`config.mk`:
```
export PLATFORM = sky130hd
export DESIGN_NAME = if_id_skid_reg
export DESIGN_NICKNAME = d
export VERILOG_FILES = /design/src/rtl/if_id_pkg.sv /design/src/rtl/if_id_skid_reg_sat_counter.sv /design/src/rtl/if_id_skid_reg.sv
export SDC_FILE = /design/constraint.sdc
export NUM_CORES = 1
export LEC_CHECK = 0
export CAP_MARGIN = 20
export CELL_PAD_IN_SITES_DETAIL_PLACEMENT = 1
export CELL_PAD_IN_SITES_GLOBAL_PLACEMENT = 1
export CORE_MARGIN = 3
export CORE_UTILIZATION = 37
export DETAILED_ROUTE_END_ITERATION = 8
export PLACE_DENSITY_LB_ADDON = 0.1
export REMOVE_ABC_BUFFERS = 1
export SYNTH_ARGS = -nofsm -noshare
export SYNTH_HDL_FRONTEND = slang
export SYNTH_SLANG_ARGS = --single-unit
```
`constraint.sdc`:
```
create_clock -name clk -period 6.6 [get_ports clk]
set_input_delay 1.32 -clock clk [delete_from_list [all_inputs] [get_ports clk]]
set_output_delay 1.32 -clock clk [all_outputs]
set_load 0.005 [all_outputs]
```
`src/rtl/if_id_pkg.sv`:
```
// if_id_pkg: shared definitions for the IF/ID boundary.
// Holds the MIPS fixed-format field positions, the default NOP encoding,
// the decoded field struct and a helper that splits an instruction word.
package if_id_pkg;

  localparam int unsigned OP_HI    = 31;
  localparam int unsigned OP_LO    = 26;
  localparam int unsigned RS_HI    = 25;
  localparam int unsigned RS_LO    = 21;
  localparam int unsigned RT_HI    = 20;
  localparam int unsigned RT_LO    = 16;
  localparam int unsigned RD_HI    = 15;
  localparam int unsigned RD_LO    = 11;
  localparam int unsigned SHAMT_HI = 10;
  localparam int unsigned SHAMT_LO = 6;
  localparam int unsigned FUNC_HI  = 5;
  localparam int unsigned FUNC_LO  = 0;

  // sll $0,$0,0 -- the canonical MIPS NOP
  localparam logic [31:0] NOP_INSTR = 32'h0000_0000;

  typedef struct packed {
    logic [5:0] op;
    logic [4:0] rs;
    logic [4:0] rt;
    logic [4:0] rd;
    logic [4:0] shamt;
    logic [5:0] func;
  } instr_fields_t;

  // Split a 32-bit instruction word into its fixed fields.
  function automatic instr_fields_t decode_fields(input logic [31:0] instr);
    instr_fields_t f;
    f.op    = instr[OP_HI:OP_LO];
    f.rs    = instr[RS_HI:RS_LO];
    f.rt    = instr[RT_HI:RT_LO];
    f.rd    = instr[RD_HI:RD_LO];
    f.shamt = instr[SHAMT_HI:SHAMT_LO];
    f.func  = instr[FUNC_HI:FUNC_LO];
    return f;
  endfunction

endpackage

```
`src/rtl/if_id_skid_reg_sat_counter.sv`:
```
// sat_counter: W-bit up counter that increments when inc is high and
// sticks at all-ones.
// Ports: clk, rst (async, active-high), inc -> cnt (registered).
module sat_counter #(
  parameter int unsigned W = 16
) (
  input  logic         clk,
  input  logic         rst,
  input  logic         inc,
  output logic [W-1:0] cnt
);

  logic [W-1:0] cnt_q;
  logic [W-1:0] cnt_d;

  // Increment unless already saturated
  always_comb begin
    cnt_d = cnt_q;
    if (inc && (cnt_q != {W{1'b1}})) begin
      cnt_d = cnt_q + W'(1);
    end
  end

  always_ff @(posedge clk or posedge rst) begin
    if (rst) begin
      cnt_q <= '0;
    end else begin
      cnt_q <= cnt_d;
    end
  end

  assign cnt = cnt_q;

endmodule

```
`src/rtl/if_id_skid_reg.sv`:
```
// if_id_skid_reg: elastic IF/ID pipeline boundary with a main entry and a
// one-beat skid entry, so in_ready comes straight from a flop.
// Ports:
//   clk, rst              clock, async active-high reset
//   in_valid/in_ready     fetch handshake (in_ready registered)
//   in_instr, in_pc       fetched beat
//   flush                 drop every held beat, load FLUSH_INSTR
//   out_valid/out_ready   decode handshake
//   out_instr, out_pc     main entry payload
//   out_pc_next           out_pc + PC_INC
//   out_op..out_func      MIPS fields of out_instr
//   stall_cnt, flush_cnt  saturating performance counters
import if_id_pkg::*;

module if_id_skid_reg #(
  parameter int unsigned    XLEN        = 32,
  parameter int unsigned    ILEN        = 32,
  parameter int unsigned    PC_INC      = 4,
  parameter logic [ILEN-1:0] FLUSH_INSTR = ILEN'(NOP_INSTR),
  parameter int unsigned    CNT_W       = 16
) (
  input  logic             clk,
  input  logic             rst,
  input  logic             in_valid,
  output logic             in_ready,
  input  logic [ILEN-1:0]  in_instr,
  input  logic [XLEN-1:0]  in_pc,
  input  logic             flush,
  output logic             out_valid,
  input  logic             out_ready,
  output logic [ILEN-1:0]  out_instr,
  output logic [XLEN-1:0]  out_pc,
  output logic [XLEN-1:0]  out_pc_next,
  output logic [5:0]       out_op,
  output logic [4:0]       out_rs,
  output logic [4:0]       out_rt,
  output logic [4:0]       out_rd,
  output logic [4:0]       out_shamt,
  output logic [5:0]       out_func,
  output logic [CNT_W-1:0] stall_cnt,
  output logic [CNT_W-1:0] flush_cnt
);

  logic            main_valid_q, main_valid_d;
  logic [ILEN-1:0] main_instr_q, main_instr_d;
  logic [XLEN-1:0] main_pc_q,    main_pc_d;
  logic            skid_valid_q, skid_valid_d;
  logic [ILEN-1:0] skid_instr_q, skid_instr_d;
  logic [XLEN-1:0] skid_pc_q,    skid_pc_d;
  logic            in_ready_q,   in_ready_d;

  logic accept;
  logic drain;
  logic stall;

  assign accept = in_valid & in_ready_q;
  assign drain  = main_valid_q & out_ready;
  assign stall  = main_valid_q & ~out_ready;

  // Next-state for the main/skid entries; flush overrides everything
  always_comb begin
    main_valid_d = main_valid_q;
    main_instr_d = main_instr_q;
    main_pc_d    = main_pc_q;
    skid_valid_d = skid_valid_q;
    skid_instr_d = skid_instr_q;
    skid_pc_d    = skid_pc_q;

    if (flush) begin
      main_valid_d = 1'b0;
      skid_valid_d = 1'b0;
      main_instr_d = FLUSH_INSTR;
    end else if (drain && skid_valid_q) begin
      main_valid_d = 1'b1;
      main_instr_d = skid_instr_q;
      main_pc_d    = skid_pc_q;
      skid_valid_d = accept;
      if (accept) begin
        skid_instr_d = in_instr;
        skid_pc_d    = in_pc;
      end
    end else if (drain || !main_valid_q) begin
      // Main is free this cycle: take the accepted beat, if any
      main_valid_d = accept;
      if (accept) begin
        main_instr_d = in_instr;
        main_pc_d    = in_pc;
      end
    end else if (accept) begin
      // Main is stalled: park the new beat in skid
      skid_valid_d = 1'b1;
      skid_instr_d = in_instr;
      skid_pc_d    = in_pc;
    end

    in_ready_d = ~skid_valid_d;
  end

  always_ff @(posedge clk or posedge rst) begin
    if (rst) begin
      main_valid_q <= 1'b0;
      main_instr_q <= FLUSH_INSTR;
      main_pc_q    <= '0;
      skid_valid_q <= 1'b0;
      skid_instr_q <= FLUSH_INSTR;
      skid_pc_q    <= '0;
      in_ready_q   <= 1'b1;
    end else begin
      main_valid_q <= main_valid_d;
      main_instr_q <= main_instr_d;
      main_pc_q    <= main_pc_d;
      skid_valid_q <= skid_valid_d;
      skid_instr_q <= skid_instr_d;
      skid_pc_q    <= skid_pc_d;
      in_ready_q   <= in_ready_d;
    end
  end

  // Field decode and sequential PC, from main-entry flops only
  instr_fields_t fields;
  assign fields = decode_fields(32'(main_instr_q));

  assign in_ready    = in_ready_q;
  assign out_valid   = main_valid_q;
  assign out_instr   = main_instr_q;
  assign out_pc      = main_pc_q;
  assign out_pc_next = main_pc_q + XLEN'(PC_INC);
  assign out_op      = fields.op;
  assign out_rs      = fields.rs;
  assign out_rt      = fields.rt;
  assign out_rd      = fields.rd;
  assign out_shamt   = fields.shamt;
  assign out_func    = fields.func;

  sat_counter #(.W(CNT_W)) u_stall_cnt (
    .clk (clk),
    .rst (rst),
    .inc (stall),
    .cnt (stall_cnt)
  );

  sat_counter #(.W(CNT_W)) u_flush_cnt (
    .clk (clk),
    .rst (rst),
    .inc (flush),
    .cnt (flush_cnt)
  );

endmodule

```
# Word-level counts from Yosys, hierarchy flattened
# Index checks and enable logic that the tools add are counted.
[classes] addsub=3 eq_ne=3 n_mux=20 n_bitwise=6 n_reduce_logical=12
[ops] operator="32-bit 2-to-1 mux" count=13
[ops] operator="16-bit by 1-bit adder with 16-bit output (second input constant)" count=2
[ops] operator="32-bit by 3-bit adder with 32-bit output (second input constant)" count=1
[ops] operator="16-bit inequality test (second input constant)" count=2
[ops] operator="1-bit 2-to-1 mux" count=7
[ops] operator="3-bit nonzero test" count=2
[ops] operator="2-bit AND reduction" count=2
[ops] operator="2-bit nonzero test" count=2
[ops] operator="1-bit AND" count=3
[ops] operator="1-bit logical AND" count=3
[ops] operator="1-bit NOT" count=3
[ops] operator="3-bit AND reduction" count=1
[ops] operator="2-bit inequality test (second input constant)" count=1
[ops] operator="1-bit zero test" count=1
[ops] operator="1-bit logical OR" count=1
[word_totals] reg_bits=163 output_inout_bits=162

# Longest topological paths before layout
[logic_depth] ltp_word=6 depth_mapped=6 ltp_nobuf=5

# Modules after synthesis
# Synthesis repeated with hierarchy kept, for this count alone.
[unflattened] hier_cells=696 area_unflattened_um2=8328.0
[modules_own_cells] mod="if_id_skid_reg" n_inst=1 cells_per_inst=554 area_each_um2=6716.4 seq_area_each_um2=3279.4
[modules_own_cells] mod="sat_counter" n_inst=2 cells_per_inst=71 area_each_um2=805.8 seq_area_each_um2=400.4

# Least setup slack after synthesis
# No wires, ideal clock.
[synth_path] path_type="reg2out" startpoint="register main_pc_q[2] (netlist: out_pc[2])" endpoint="output port out_pc_next[24]" arrival_ns=1.522 required_time_ns=5.280 slack_ns=3.758 stages_incl_launch_ff=7 n_path_buf=1 path_cell_list="dfrtp_1 ha_1 nand4_1 or2_0 clkbuf_1 nor4_1 xor2_1"
[synth_via] elab_chain_cells=1
[synth_lines] element="from (decl)" line="if_id_skid_reg.sv:46" rtl="logic [XLEN-1:0] main_pc_q, main_pc_d;"
[synth_lines] element="from (signal assigned)" line="if_id_skid_reg.sv:111" rtl="main_pc_q <= main_pc_d;"
[synth_lines] element="32-bit by 3-bit adder with 32-bit output" line="if_id_skid_reg.sv:127" rtl="assign out_pc_next = main_pc_q + XLEN'(PC_INC);"
[synth_lines] element="to (decl)" line="if_id_skid_reg.sv:33" rtl="output logic [XLEN-1:0] out_pc_next,"
# Every way passes these cells.

# Worst setup path in the final report
[layout_path] startpoint="register main_pc_q[3] (netlist: out_pc[3])" endpoint="output port out_pc_next[24]"
# Same word-level chain as after synthesis.

==> flow_metrics.env <==
export IMPL_outcome="complete, no violations"
export IMPL_place_congestion=0.805
export IMPL_power_leakage_uw=0.00494
export IMPL_cts_sinks=163
export IMPL_post_cts_resized=0
export IMPL_dr_pass1_iters=5
export IMPL_drc_errors=0
export IMPL_grt_usage_pct=18.9
export IMPL_avgSynthCellArea_sq_um=11.3
export IMPL_drt_iter0_markers=289
export IMPL_synth_edf_count=0
export IMPL_final_setup_tns_ps=0
export IMPL_postCtsHoldBufs=0
export IMPL_fmax_mhz=240
export IMPL_layout_commonest_cell="clkdlybuf4s50_1"
export IMPL_worstPathRequired_ps=5280
export IMPL_hold_depth=1
export IMPL_area_growth_pct=37.4
export IMPL_cts_root_buf="clkbuf_16"
export IMPL_ir_drop_mv=0.180
export IMPL_final_cell_mix="clkdlybuf4s50_1, dfrtp_1, nor2_1"
export IMPL_min_path_type="register to register"
export IMPL_hold_viol=0
export IMPL_p_comb_share_pct=24.6
export IMPL_worstPathCellList="ha_1, nand4_1, or2_0, nor4_1, xor2_1, clkdlybuf4s50_1"
export IMPL_final_area_sq_um=10900
export IMPL_rsz0062_at_grt="no"
export IMPL_die_y_um=153
export IMPL_arrival_ps=2840
export IMPL_grt_pass1_wl_um=36100
export IMPL_post_cts_setup_buffers=0
export IMPL_cp_start_kind="register"
export IMPL_coreArea_sq_um=21100
export IMPL_ff2ff_setup_slack_ps=4230
export IMPL_wl_per_cell_um=18.6
export IMPL_clock_latency_ps=430
export IMPL_slew_headroom_pct=30.7
export IMPL_grt_max_degree=77
export IMPL_critPathKind="register to output pin"
export IMPL_synth_area_leaders="dfrtp_1, mux2_2, mux2i_1"
export IMPL_nNetsFinal=959
export IMPL_clockBufferDepth=2
export IMPL_drive_gt1_share_pct=13.3
export IMPL_cp_num_buf_inv=1
export IMPL_place_inst=1142
export IMPL_yosys_area_top_type="dfrtp_1"
export IMPL_viasPerCell=5.21
export IMPL_wl_um=21800
export IMPL_place_area_sq_um=10300
export IMPL_layout_cells_non_filler=1174
export IMPL_overflow=0
export IMPL_drtAntennaViolNets=0
export IMPL_crit_fanout=6
export IMPL_cp_depth=6
export IMPL_drv_slew=0
export IMPL_numPortBuffers=230
export IMPL_worst_pin_slew_ps=1030
export IMPL_finalSetupViolCount=0
export IMPL_die_area_sq_um=23300
export IMPL_die_w_um=153
export IMPL_yosysWarnings=0
export IMPL_antennaDiodeCount=0
export IMPL_cts_made_buffers=17
export IMPL_yosysUniqueCellTypes=44
export IMPL_rows=53
export IMPL_cpMaxStageDelayCell="clkdlybuf4s50_1"
export IMPL_fin_crit_sh_pct=63.0
export IMPL_critPathTopFamily="simple AND/OR/NAND/NOR gates"
export IMPL_p_sw_uw=923
export IMPL_antenna_found_initial=0
export IMPL_synth_seq_area_share_pct=51.3
export IMPL_ys_async_sr_fraction_pct=100
export IMPL_cp_end_kind="output pin"
export IMPL_synth_flop_cell="dfrtp_1"
export IMPL_synthCells=701
export IMPL_period_minus_slack_ps=4160
export IMPL_worst_r2r_path_depth=4
export IMPL_hpwl_um=15000
export IMPL_ys_ff_latch=163
export IMPL_yosysTopAreaCellShare_pct=51.0
export IMPL_grt_pass1_vias=6747
export IMPL_cts_tree="done"
export IMPL_synth_area_sq_um=7950
export IMPL_switching_share_pct=27.6
export IMPL_cts_clk_slew_worst_paths_ps=60
export IMPL_intPower_uw=2420
export IMPL_seqPwrFrac_pct=43.2
export IMPL_maxCapViolations=0
export IMPL_clockPowerShare_pct=32.2
export IMPL_cellPowerDensity_nw_per_um2=306
export IMPL_finalClockSkew_ps=13.6
export IMPL_initial_core_util_pct=37.7
export IMPL_critPathMaxStageDelay_ps=530
export IMPL_vias=6116
export IMPL_h_tree_depth=4
export IMPL_io_pins=231
final timing paths:
path,start,endpoint
worst max-delay path,out_pc[3],out_pc_next[24]
worst min-delay path,skid_instr_q[8],skid_instr_q[8]
worst max register to register,in_ready,skid_instr_q[1]
worst min register to register,skid_instr_q[8],skid_instr_q[8]
max in group asynchronous,rst,skid_instr_q[21]
min in group asynchronous,rst,u_flush_cnt.cnt[10]
power by group through the flow:
stage / Clock [uW] / Sequential (uW) / Combinational (uW)
detailed placement: 0 / 1460 / 829
global route: 1160 / 1480 / 896
finish: 1080 / 1440 / 822
global placement: 0 / 1440 / 804
CTS: 1110 / 1440 / 835
floorplan: 0 / 1410 / 367
worst reg2reg max path, cell delays in order, from the launching register on:
cell	delay, ps
dfstp_2	550
nand2_1	180
nor4b_2	300
buf_4	760
mux2_2	460
routing by layer:
metal	part of all wire [%]	vias to the layer above	wire, um	global-route usage [%]
li1	-	2834	-	-
met1	44	3103	9660	23.8
met2	50	162	10800	32.6
met3	5.0	17	1100	4.97
met4	0.85	0	186	4.54
met5	0	-	0	0
cells in the mapped netlist, types with 2 or more instances:
cell / count
dfrtp_1: 162
nor2_1: 78
mux2_2: 66
mux2i_1: 64
a21oi_1: 38
buf_4: 34
a211oi_1: 32
xor2_1: 27
nand2_1: 26
buf_2: 25
xnor2_1: 24
nand3_1: 23
nand4_1: 17
clkbuf_1: 11
nor4_1: 11
nor3_1: 10
and4_1: 7
inv_1: 6
and3_1: 5
a31oi_1: 3
and2_1: 3
ha_1: 3
nor2b_1: 3
nand4_2: 2
o2111ai_1: 2
per-stage QoR:
stage	utilization [%]	setup WS [ps]	total power [uW]	hold slack [ps]
final	51.8	2440	3340	504
after floorplan	-	-2390	1780	480
after global routing	51.8	2180	3530	520
after global placement	48.7	2980	2240	484
after detailed placement	48.7	2890	2290	495
after CTS	51.7	2410	3390	508
cell type report:
class / instances / area (sq um)
Fill cell: 2253 / 10200
Sequential cell: 163 / 4080
Multi-Input combinational cell: 461 / 3460
Timing Repair Buffer: 238 / 2380
Clock buffer: 19 / 433
Tap cell: 275 / 344
Clock inverter: 12 / 206
Inverter: 6 / 27.5
logic make-up after synthesis:
| family | after synthesis | share of synthesized area (%) |
|---|---|---|
| AND/OR/NAND/NOR | 194 | 12.4 |
| flip-flops | 163 | 51.3 |
| multiplexers | 132 | 17.7 |
| AO/OA/AOI/OAI | 81 | 6.86 |
| buffers and inverters | 77 | 5.65 |
| XOR/XNOR | 51 | 5.62 |
| adder cells (fa/ha/maj) | 3 | 0.472 |
state kept, by name, indices dropped and copies added (netlist names), 16 cells and up:
| register | cells |
|---|---|
| out_instr | 32 |
| out_pc | 32 |
| skid_pc_q | 32 |
| skid_instr_q | 32 |
| u_stall_cnt.cnt | 16 |
| u_flush_cnt.cnt | 16 |
(Power assumes the default switching activity.)
